--- config.mk ---
export PLATFORM = sky130hd
export DESIGN_NAME = decode_stage
export DESIGN_NICKNAME = d
export VERILOG_FILES = /design/src/rtl/decode_pkg.sv /design/src/rtl/decode_stage_regfile.sv /design/src/rtl/decode_stage.sv
export SDC_FILE = /design/constraint.sdc
export NUM_CORES = 2
export LEC_CHECK = 0
export BUFFER_PORTS_ARGS = -buffer_cell sky130_fd_sc_hd__buf_4
export CORE_UTILIZATION = 40
export DETAILED_ROUTE_END_ITERATION = 8
export PLACE_DENSITY = 0.66
export SLEW_MARGIN = 40
export SYNTH_ARGS = -nofsm -noshare
export SYNTH_HDL_FRONTEND = slang
export SYNTH_SLANG_ARGS = --single-unit
export TNS_END_PERCENT = 1
--- constraint.sdc ---
create_clock -name clock -period 2.2 [get_ports clock]
set_clock_uncertainty 0.1 [all_clocks]
set_input_delay 0.11 -clock clock [delete_from_list [all_inputs] [get_ports clock]]
set_output_delay 0.11 -clock clock [all_outputs]
set_load 0.01 [all_outputs]
--- src/rtl/decode_pkg.sv ---
// Shared LEGv8 decode constants: opcode fields, immediate kinds and
// the zero-register helper used by the decode stage and register file.
package decode_pkg;

    localparam logic [4:0]  XZR_ADDR = 5'd31;

    localparam logic [5:0]  OP_B    = 6'b000101;
    localparam logic [7:0]  OP_CBZ  = 8'b10110100;
    localparam logic [7:0]  OP_CBNZ = 8'b10110101;
    localparam logic [10:0] OP_LDUR = 11'b11111000010;
    localparam logic [10:0] OP_STUR = 11'b11111000000;
    localparam logic [9:0]  OP_ADDI = 10'b1001000100;
    localparam logic [9:0]  OP_SUBI = 10'b1101000100;

    typedef enum logic [2:0] {
        IMM_NONE = 3'd0,
        IMM_D    = 3'd1,
        IMM_CB   = 3'd2,
        IMM_B    = 3'd3,
        IMM_I    = 3'd4
    } imm_kind_t;

    function automatic logic is_xzr(
        input logic [4:0] addr,
        input logic       zero_en
    );
        return zero_en && (addr == XZR_ADDR);
    endfunction

endpackage

--- src/rtl/decode_stage_regfile.sv ---
// 32-entry register file: two combinational read ports with write-through
// bypass, one write port, optional hardwired zero register.
module regfile_bypass
    import decode_pkg::*;
#(
    parameter int DATA_WIDTH  = 64,
    parameter bit ZERO_REG_EN = 1'b1
) (
    input  logic                  clock,
    input  logic                  reset_n,
    input  logic [4:0]            rd_addr1,
    input  logic [4:0]            rd_addr2,
    output logic [DATA_WIDTH-1:0] rd_data1,
    output logic [DATA_WIDTH-1:0] rd_data2,
    input  logic                  wr_en,
    input  logic [4:0]            wr_addr,
    input  logic [DATA_WIDTH-1:0] wr_data
);

    logic [DATA_WIDTH-1:0] regs_q [32];
    logic [DATA_WIDTH-1:0] regs_d [32];

    logic wr_ok;

    assign wr_ok = wr_en && !is_xzr(wr_addr, ZERO_REG_EN);

    always_comb begin
        regs_d = regs_q;
        if (wr_ok) begin
            regs_d[wr_addr] = wr_data;
        end
    end

    always_ff @(posedge clock or negedge reset_n) begin
        if (!reset_n) begin
            regs_q <= '{default: '0};
        end else begin
            regs_q <= regs_d;
        end
    end

    // A write in flight is visible to readers in the same cycle.
    assign rd_data1 = is_xzr(rd_addr1, ZERO_REG_EN) ? '0 :
                      (wr_en && wr_addr == rd_addr1) ? wr_data :
                      regs_q[rd_addr1];

    assign rd_data2 = is_xzr(rd_addr2, ZERO_REG_EN) ? '0 :
                      (wr_en && wr_addr == rd_addr2) ? wr_data :
                      regs_q[rd_addr2];

endmodule

--- src/rtl/decode_stage.sv ---
// LEGv8 decode stage: register read, Reg2Loc, immediate extraction and
// a one-entry valid/ready output register with flush and stall refresh.
module decode_stage
    import decode_pkg::*;
#(
    parameter int DATA_WIDTH  = 64,
    parameter bit ZERO_REG_EN = 1'b1
) (
    input  logic                  clock,
    input  logic                  reset_n,
    input  logic                  in_valid,
    output logic                  in_ready,
    input  logic [31:0]           in_instr,
    input  logic [DATA_WIDTH-1:0] in_pc,
    input  logic                  flush,
    input  logic                  wb_en,
    input  logic [4:0]            wb_addr,
    input  logic [DATA_WIDTH-1:0] wb_data,
    output logic                  out_valid,
    input  logic                  out_ready,
    output logic [DATA_WIDTH-1:0] out_pc,
    output logic [4:0]            out_rd,
    output logic [4:0]            out_rn,
    output logic [4:0]            out_rm,
    output logic [DATA_WIDTH-1:0] out_data1,
    output logic [DATA_WIDTH-1:0] out_data2,
    output logic [DATA_WIDTH-1:0] out_imm,
    output logic [2:0]            out_imm_kind
);

    logic [4:0]            rd_a;
    logic [4:0]            rn_a;
    logic [4:0]            rm_a;
    logic                  is_b;
    logic                  is_cb;
    logic                  is_ldst;
    logic                  is_stur;
    logic                  is_ai;
    logic [DATA_WIDTH-1:0] rf_data1;
    logic [DATA_WIDTH-1:0] rf_data2;
    logic [DATA_WIDTH-1:0] imm;
    imm_kind_t             kind;

    logic                  capture;
    logic                  hold;
    logic                  wb_ok;

    logic                  valid_q, valid_d;
    logic [DATA_WIDTH-1:0] pc_q, pc_d;
    logic [4:0]            rd_q, rd_d;
    logic [4:0]            rn_q, rn_d;
    logic [4:0]            rm_q, rm_d;
    logic [DATA_WIDTH-1:0] data1_q, data1_d;
    logic [DATA_WIDTH-1:0] data2_q, data2_d;
    logic [DATA_WIDTH-1:0] imm_q, imm_d;
    imm_kind_t             kind_q, kind_d;

    assign rd_a    = in_instr[4:0];
    assign rn_a    = in_instr[9:5];
    assign is_b    = in_instr[31:26] == OP_B;
    assign is_cb   = (in_instr[31:24] == OP_CBZ) ||
                     (in_instr[31:24] == OP_CBNZ);
    assign is_stur = in_instr[31:21] == OP_STUR;
    assign is_ldst = is_stur || (in_instr[31:21] == OP_LDUR);
    assign is_ai   = (in_instr[31:22] == OP_ADDI) ||
                     (in_instr[31:22] == OP_SUBI);

    // Stores and compare-branches read their data register from Rt.
    assign rm_a = (is_stur || is_cb) ? rd_a : in_instr[20:16];

    always_comb begin
        imm  = '0;
        kind = IMM_NONE;
        unique case (1'b1)
            is_b: begin
                imm  = {{(DATA_WIDTH-26){in_instr[25]}}, in_instr[25:0]};
                kind = IMM_B;
            end
            is_cb: begin
                imm  = {{(DATA_WIDTH-19){in_instr[23]}}, in_instr[23:5]};
                kind = IMM_CB;
            end
            is_ldst: begin
                imm  = {{(DATA_WIDTH-9){in_instr[20]}}, in_instr[20:12]};
                kind = IMM_D;
            end
            is_ai: begin
                imm  = {{(DATA_WIDTH-12){1'b0}}, in_instr[21:10]};
                kind = IMM_I;
            end
            default: begin
            end
        endcase
    end

    regfile_bypass #(
        .DATA_WIDTH  (DATA_WIDTH),
        .ZERO_REG_EN (ZERO_REG_EN)
    ) u_regfile (
        .clock    (clock),
        .reset_n  (reset_n),
        .rd_addr1 (rn_a),
        .rd_addr2 (rm_a),
        .rd_data1 (rf_data1),
        .rd_data2 (rf_data2),
        .wr_en    (wb_en),
        .wr_addr  (wb_addr),
        .wr_data  (wb_data)
    );

    assign in_ready = !valid_q || out_ready;
    assign capture  = in_valid && in_ready && !flush;
    assign hold     = valid_q && !out_ready;
    assign wb_ok    = wb_en && !is_xzr(wb_addr, ZERO_REG_EN);

    always_comb begin
        valid_d = valid_q;
        pc_d    = pc_q;
        rd_d    = rd_q;
        rn_d    = rn_q;
        rm_d    = rm_q;
        data1_d = data1_q;
        data2_d = data2_q;
        imm_d   = imm_q;
        kind_d  = kind_q;
        if (flush) begin
            valid_d = 1'b0;
        end else if (capture) begin
            valid_d = 1'b1;
            pc_d    = in_pc;
            rd_d    = rd_a;
            rn_d    = rn_a;
            rm_d    = rm_a;
            data1_d = rf_data1;
            data2_d = rf_data2;
            imm_d   = imm;
            kind_d  = kind;
        end else begin
            if (out_ready) begin
                valid_d = 1'b0;
            end
            // Keep stalled operands in step with late writebacks.
            if (hold && wb_ok) begin
                if (wb_addr == rn_q) data1_d = wb_data;
                if (wb_addr == rm_q) data2_d = wb_data;
            end
        end
    end

    always_ff @(posedge clock or negedge reset_n) begin
        if (!reset_n) begin
            valid_q <= 1'b0;
            pc_q    <= '0;
            rd_q    <= '0;
            rn_q    <= '0;
            rm_q    <= '0;
            data1_q <= '0;
            data2_q <= '0;
            imm_q   <= '0;
            kind_q  <= IMM_NONE;
        end else begin
            valid_q <= valid_d;
            pc_q    <= pc_d;
            rd_q    <= rd_d;
            rn_q    <= rn_d;
            rm_q    <= rm_d;
            data1_q <= data1_d;
            data2_q <= data2_d;
            imm_q   <= imm_d;
            kind_q  <= kind_d;
        end
    end

    assign out_valid    = valid_q;
    assign out_pc       = pc_q;
    assign out_rd       = rd_q;
    assign out_rn       = rn_q;
    assign out_rm       = rm_q;
    assign out_data1    = data1_q;
    assign out_data2    = data2_q;
    assign out_imm      = imm_q;
    assign out_imm_kind = kind_q;

endmodule

======== Word-level counts from Yosys, hierarchy flattened ========
Cells that the tools add are included.
W data, S select, Z words.
word-level totals
  bits in registers ....................... 2323
  output and inout bits ................... 276
  bits of input ports ..................... 171
  logic and storage cells ................. 112
operators by class
  reduce and logical (&&, ||, !) cells .... 24
  magnitude comparators ................... 4
  bitwise operators ....................... 4
  equality and inequality tests ........... 14
  multiplexer cells ....................... 25
operator list
  cell                    count
  $bwmux W2048            1
  $mux W64                15
  $bmux W64 S5            2
  $demux W64 S5           1
  $pmux W64 S4            1
  $eq A11 B11 Y1 const B  2
  $eq A10 B10 Y1 const B  2
  $eq A5 B5 Y1            4
  $ge A6 B6 Y1 const B    3
  $not A5 Y6              3
  $eq A8 B8 Y1 const B    2
  $eq A5 B5 Y1 const B    3
  $pmux W3 S4             1
  $logic_and A1 B1 Y1     8
  $eq A6 B3 Y1 const B    1
  $lt A6 B1 Y1 const B    1
  $reduce_and A3 Y1       2
  $reduce_bool A2 Y1      3
  $logic_or A1 B1 Y1      5
  $mux W5                 1
  $logic_not A1 Y1        4
  $mux W1                 3
  $reduce_bool A3 Y1      1
  $reduce_and A2 Y1       1
  $not A1 Y1              1

======== Logic depth before layout (Yosys ltp) ========
  word-level depth ........................ 11
  depth in mapped cells ................... 14
  mapped depth without buffers ............ 8

======== Hierarchy ========
From an unflattened synthesis, not the netlist that was laid out.
second synthesis, totals
  cells, all modules ...................... 8653
  area total of the unflattened synthesis .. 119445.8 um^2
by module, submodules not included
  module          times used  cells an instance  area an instance (um^2)
  regfile_bypass  1           7388               108587.9
  decode_stage    1           1265               10857.9

======== Worst setup path before layout ========
No wires, ideal clock.
  path kind ............................... input -> register
  start point ............................. in in_instr[5]
  end point ............................... reg data1_q[2], in the netlist out_data1[2]
  slack ................................... -596 ps
  data arrival time ....................... 2562 ps
  setup time .............................. 133 ps
  cell stages on the path ................. 10
  buffers on the path ..................... 4
  cells stage by stage .................... clkbuf_1 buf_2 clkbuf_1 buf_2 mux4_2 mux4_2 mux2i_1 nor2_1 a21oi_1 o21ai_0
between the ends
  cells in the longest elaborated chain, start to end .. 7
RTL lines
  what                                         RTL line                    text
  from (decl)                                  decode_stage.sv:13          input logic [31:0] in_instr,
  $not A5 Y6 (not written as such)             decode_stage_regfile.sv:45  regs_q[rd_addr1];
  $bmux W64 S5                                 decode_stage_regfile.sv:45
  $mux W64 (not written as such) (2 in a row)  decode_stage_regfile.sv:45
  $mux W64                                     decode_stage_regfile.sv:44  (wr_en && wr_addr == rd_addr1) ? wr_data :
  $mux W64 *                                   decode_stage_regfile.sv:43  assign rd_data1 = is_xzr(rd_addr1, ZERO_REG_EN) ? '0 :
  $mux W64 *                                   decode_stage.sv:128         end else if (capture) begin
  to (signal assigned)                         decode_stage.sv:167         data1_q <= data1_d;
  to (decl)                                    decode_stage.sv:53          logic [DATA_WIDTH-1:0] data1_q, data1_d;
Every way passes the cells marked *; elsewhere a longest branch is shown, timed or not. The select of a mux whose other input is x is not followed.
A chain may end at the register's enable or synchronous reset.

======== Worst setup path after layout ========
  start point ............................. reg u_regfile.regs_q[283] (netlist bit)
  end point ............................... reg data1_q[27], in the netlist out_data1[27]
between the ends
  cells in the longest elaborated chain, start to end .. 6
RTL lines
  what                                         RTL line                    text
  from (decl)                                  decode_stage_regfile.sv:20  logic [DATA_WIDTH-1:0] regs_q [32];
  from (signal assigned)                       decode_stage_regfile.sv:38  regs_q <= regs_d;
  $bmux W64 S5                                 decode_stage_regfile.sv:45
  $mux W64 (not written as such) (2 in a row)  decode_stage_regfile.sv:45
  $mux W64                                     decode_stage_regfile.sv:44
  $mux W64                                     decode_stage_regfile.sv:43
  $mux W64                                     decode_stage.sv:128
Every way passes these cells. The select of a mux whose other input is x is not followed.

==> results_dict.tcl <==
set metrics [dict create \
    fmax_mhz 413.2 \
    worst_ep_required_time_ns 2.84 \
    routabilityCongestion 0.9103 \
    power_mw 135.4 \
    drt_iter0_markers 11570 \
    cp-end-kind "flop" \
    synth_adder_area_share 0 \
    ant_nets 0 \
    synth_edf_count 0 \
    leakagePower_nw 71.00 \
    dieArea_um2 300400 \
    synth_common_cells "dfrtp_1 (2285), mux2_2 (1990), nand2_1 (1731)" \
    yosys.area.top_type_share 0.4794 \
    async_reset_ff_frac 1.000 \
    grt_use_met1 0.3966 \
    worstReg2RegStart "u_regfile.regs_q[283]$_DFFE_PN0P_" \
    yosysMostFrequentCell "dfrtp_1" \
    wl_per_cell_um 29.55 \
    synthXorXnorAreaFrac 0.001542 \
    rsz0062_at_grt "yes" \
    clock_latency_ns 0.92 \
    synth_top_family_by_area "multiplexers" \
    synth-compound-area-share 0.06018 \
    start_kind "flop" \
    nets 11900 \
    startpoint "u_regfile.regs_q[283]$_DFFE_PN0P_" \
    setup_viol 146 \
    fin_area_um2 156500 \
    cts_sinks 2285 \
    pwr-share-seq 0.415 \
    fp.dieW_um 548.1 \
    num_rows 200 \
    grt_first_pass_wirelength_um 688400 \
    antenna_found_initial 24 \
    syn_area_per_cell_um2 12.34 \
    htree_levels 5 \
    dpl_worst_slack_ns -1.066 \
    violations "design-rule violations, negative setup slack" \
    dpl.cell_count 15130 \
    path_class "flop to flop" \
    dr.pass1.iters 9 \
    fin_crit_ns 2.420 \
    cts_tree "done" \
    fillers 24600 \
    synth_nets 9838 \
    stdcell_count 15880 \
    grt_util_met2 0.4719 \
    synth-simple-area-share 0.07768 \
    yosys-mux-area-fraction 0.3444 \
    numPortBuffers 446 \
    dpl.hpwl_um 301900 \
    met3_usage 0.07814 \
    synth.distinct_cells 66 \
    power_density_nw_per_um2 865.5 \
    grt_pass1_vias 101600 \
    wirelength_um 469400 \
    die_y_um 548.1 \
    critPathMaxFanout 2 \
    path_cells "mux4_2, mux4_2, mux2i_2, buf_4, a211oi_2, a21oi_1, buf_4, o21ai_2" \
    slowest_delay_ns 0.49 \
    clockRootBuffer "clkbuf_16" \
    clkSlewWorstSetupHoldPaths_ns 0.06 \
    timing.final.hold_violations 0 \
    busiest_layer "met2" \
    cp_top_family "multiplexers" \
    placed_cell_area_um2 144700 \
    max-vdd-ir-drop_v 0.0005718 \
    netlist_instances 9667 \
    ios 447 \
    synth_flop_cell "dfrtp_1" \
    clkPwrFrac 0.332 \
    layout_setup_ws_ns -0.2204 \
    syn-cell-area_um2 119300 \
    switching_share 0.2907 \
    hp-class "input port to async pin" \
    grt_remaining_overflow 0 \
    synth.area.top_cells "dfrtp_1 (48%), mux2_2 (19%), mux4_2 (12%)" \
    crit_buf_inv 2 \
    outcome "complete, but fails checks" \
    coreArea_um2 296800 \
    p_switching_mw 39.38 \
    cp.arrival_ns 3.07 \
    slew_headroom 0.5264 \
    syn_to_final_growth_pct 31.19 \
    cts_buffers 263 \
    synth_top_area_cell "dfrtp_1" \
    intPower_mw 96.07 \
    layout-drive-gt1-share 0.4805 \
    post-route-period-util 1.100 \
    worstMarginPinSlew_ns 0.7062 \
    fin_hold_ws_ns 0.03158 \
    drc 10 \
    slew_violations 0 \
    track_usage 0.3073 \
    ys_ff_latch 2285 \
    max_cap_violations 0 \
    vias 98350 \
    yosysSeqAreaShare 0.4794 \
    cts_buffer_depth 4 \
    comb_power_share 0.253 \
    grt_max_degree 124 \
    vias_per_cell 6.192 \
    cpMaxStageDelayCell "mux4_2" \
    initial_core_util 0.4019 \
    synth_warnings 0 \
]
power groups by stage:
stage | sequential (mW) | combinational, mW | clock [mW]
after floorplan | 55.2 | 17.0 | 0
after global placement | 56.0 | 32.2 | 0
after detailed placement | 56.5 | 33.2 | 0
after CTS | 55.9 | 33.9 | 45.4
after global routing | 56.9 | 36.4 | 47.0
final | 56.2 | 34.2 | 45.0
repair_timing:
action | in CTS | in global routing
setup buffers | 14 | 6
gates resized for setup | 45 | 30
endpoints found under the hold margin | 4505 | 0
hold buffers | 247 | 0
setup endpoints to repair | 225 | 235
pin swaps | 4 | 3
cloned | 3 | 0
sequential cells by signal (all words and copies together) (netlist names), 3 cells and up:
register	flops
out_imm_kind	3
out_rm	5
out_data1	64
out_data2	64
out_rn	5
out_pc	64
out_imm	26
u_regfile.regs_q	2048
out_rd	5
logic make-up (layout without fill, tap and decap cells):
group	after synthesis	after routing
buffers and inverters	1068	3329
and+or+nand+nor	2242	2242
DFF	2285	2285
xor gates and xnor gates	21	21
muxes	3055	3055
other	0	17
AOI/OAI and AO/OA	996	996
worst paths after layout:
check | endpoint | slack, ns | depth (start not counted)
max in group asynchronous | u_regfile.regs_q[1377]$_DFFE_PN0P_ | 1.13 | 5
hold / removal | out_imm_kind[2]$_DFFE_PN0P_ | 0.03 | 3
setup reg to reg | out_data1[27]$_DFFE_PN0P_ | -0.22 | 8
min in group clock | out_data2[62]$_DFFE_PN0P_ | 0.03 | 8
hold reg to reg | u_regfile.regs_q[40]$_DFFE_PN0P_ | 0.30 | 0
setup / recovery | out_data1[27]$_DFFE_PN0P_ | -0.22 | 8
layout make-up:
cell class | instances | area, um^2 | area share
diodes | 17 | 42.54 | 0.0002718
clock buffers | 389 | 7751 | 0.04953
clock inverters | 77 | 972.2 | 0.006213
inverters | 3 | 11.26 | 0.00007196
multi-input cells | 6314 | 58290 | 0.3725
flip-flops and latches | 2285 | 57180 | 0.3654
well taps | 3939 | 4928 | 0.03149
repair buffers | 2860 | 27320 | 0.1746
worst min-delay path, cell delays in order:
cell and delay, ns:
dlygate4sd3_1 0.61, buf_16 0.30, buf_12 0.36
layout by cell type (no fill, tap or decap), types with 8 or more instances in the layout:
cell | Yosys | layout
a211oi_1 | 59 | 50
a211oi_2 | 2 | 8
a21boi_0 | 8 | 8
a21oi_1 | 143 | 141
a221oi_1 | 11 | 11
a222oi_1 | 25 | 25
a31oi_1 | 170 | 169
a32o_1 | 53 | 53
a32oi_1 | 322 | 322
and3_1 | 59 | 59
buf_12 | 0 | 405
buf_4 | 67 | 2191
buf_6 | 2 | 8
bufinv_16 | 0 | 13
clkbuf_1 | 839 | 62
clkbuf_16 | 0 | 268
clkbuf_8 | 0 | 59
clkinv_2 | 0 | 34
clkinv_8 | 0 | 10
dfrtp_1 | 2285 | 2285
diode_2 | 0 | 17
dlygate4sd3_1 | 0 | 247
inv_6 | 0 | 10
mux2_2 | 1990 | 1989
mux2i_1 | 425 | 415
mux4_2 | 640 | 640
nand2_1 | 1731 | 1724
nand3_1 | 187 | 183
nand4_1 | 132 | 132
nor2_1 | 93 | 76
nor2_4 | 0 | 17
o21ai_0 | 151 | 131
o21ai_1 | 14 | 27
xnor2_1 | 9 | 9
xor2_1 | 12 | 12
stage by stage:
stage | TNS, ns | util
final | -13.73 | 0.5273
after global routing | -24.32 | 0.5272
after CTS | -16.50 | 0.5267
after detailed placement | -127.68 | 0.4876
after global placement | -127.61 | 0.4876
after floorplan | -118.94 | -
metal layers:
layer	routed length, um	share of wire
met1	179700	0.38
met2	210300	0.45
met3	48480	0.10
met4	30860	0.066
met5	102	0.00022
No activity file was read; power rests on OpenSTA's default activity.
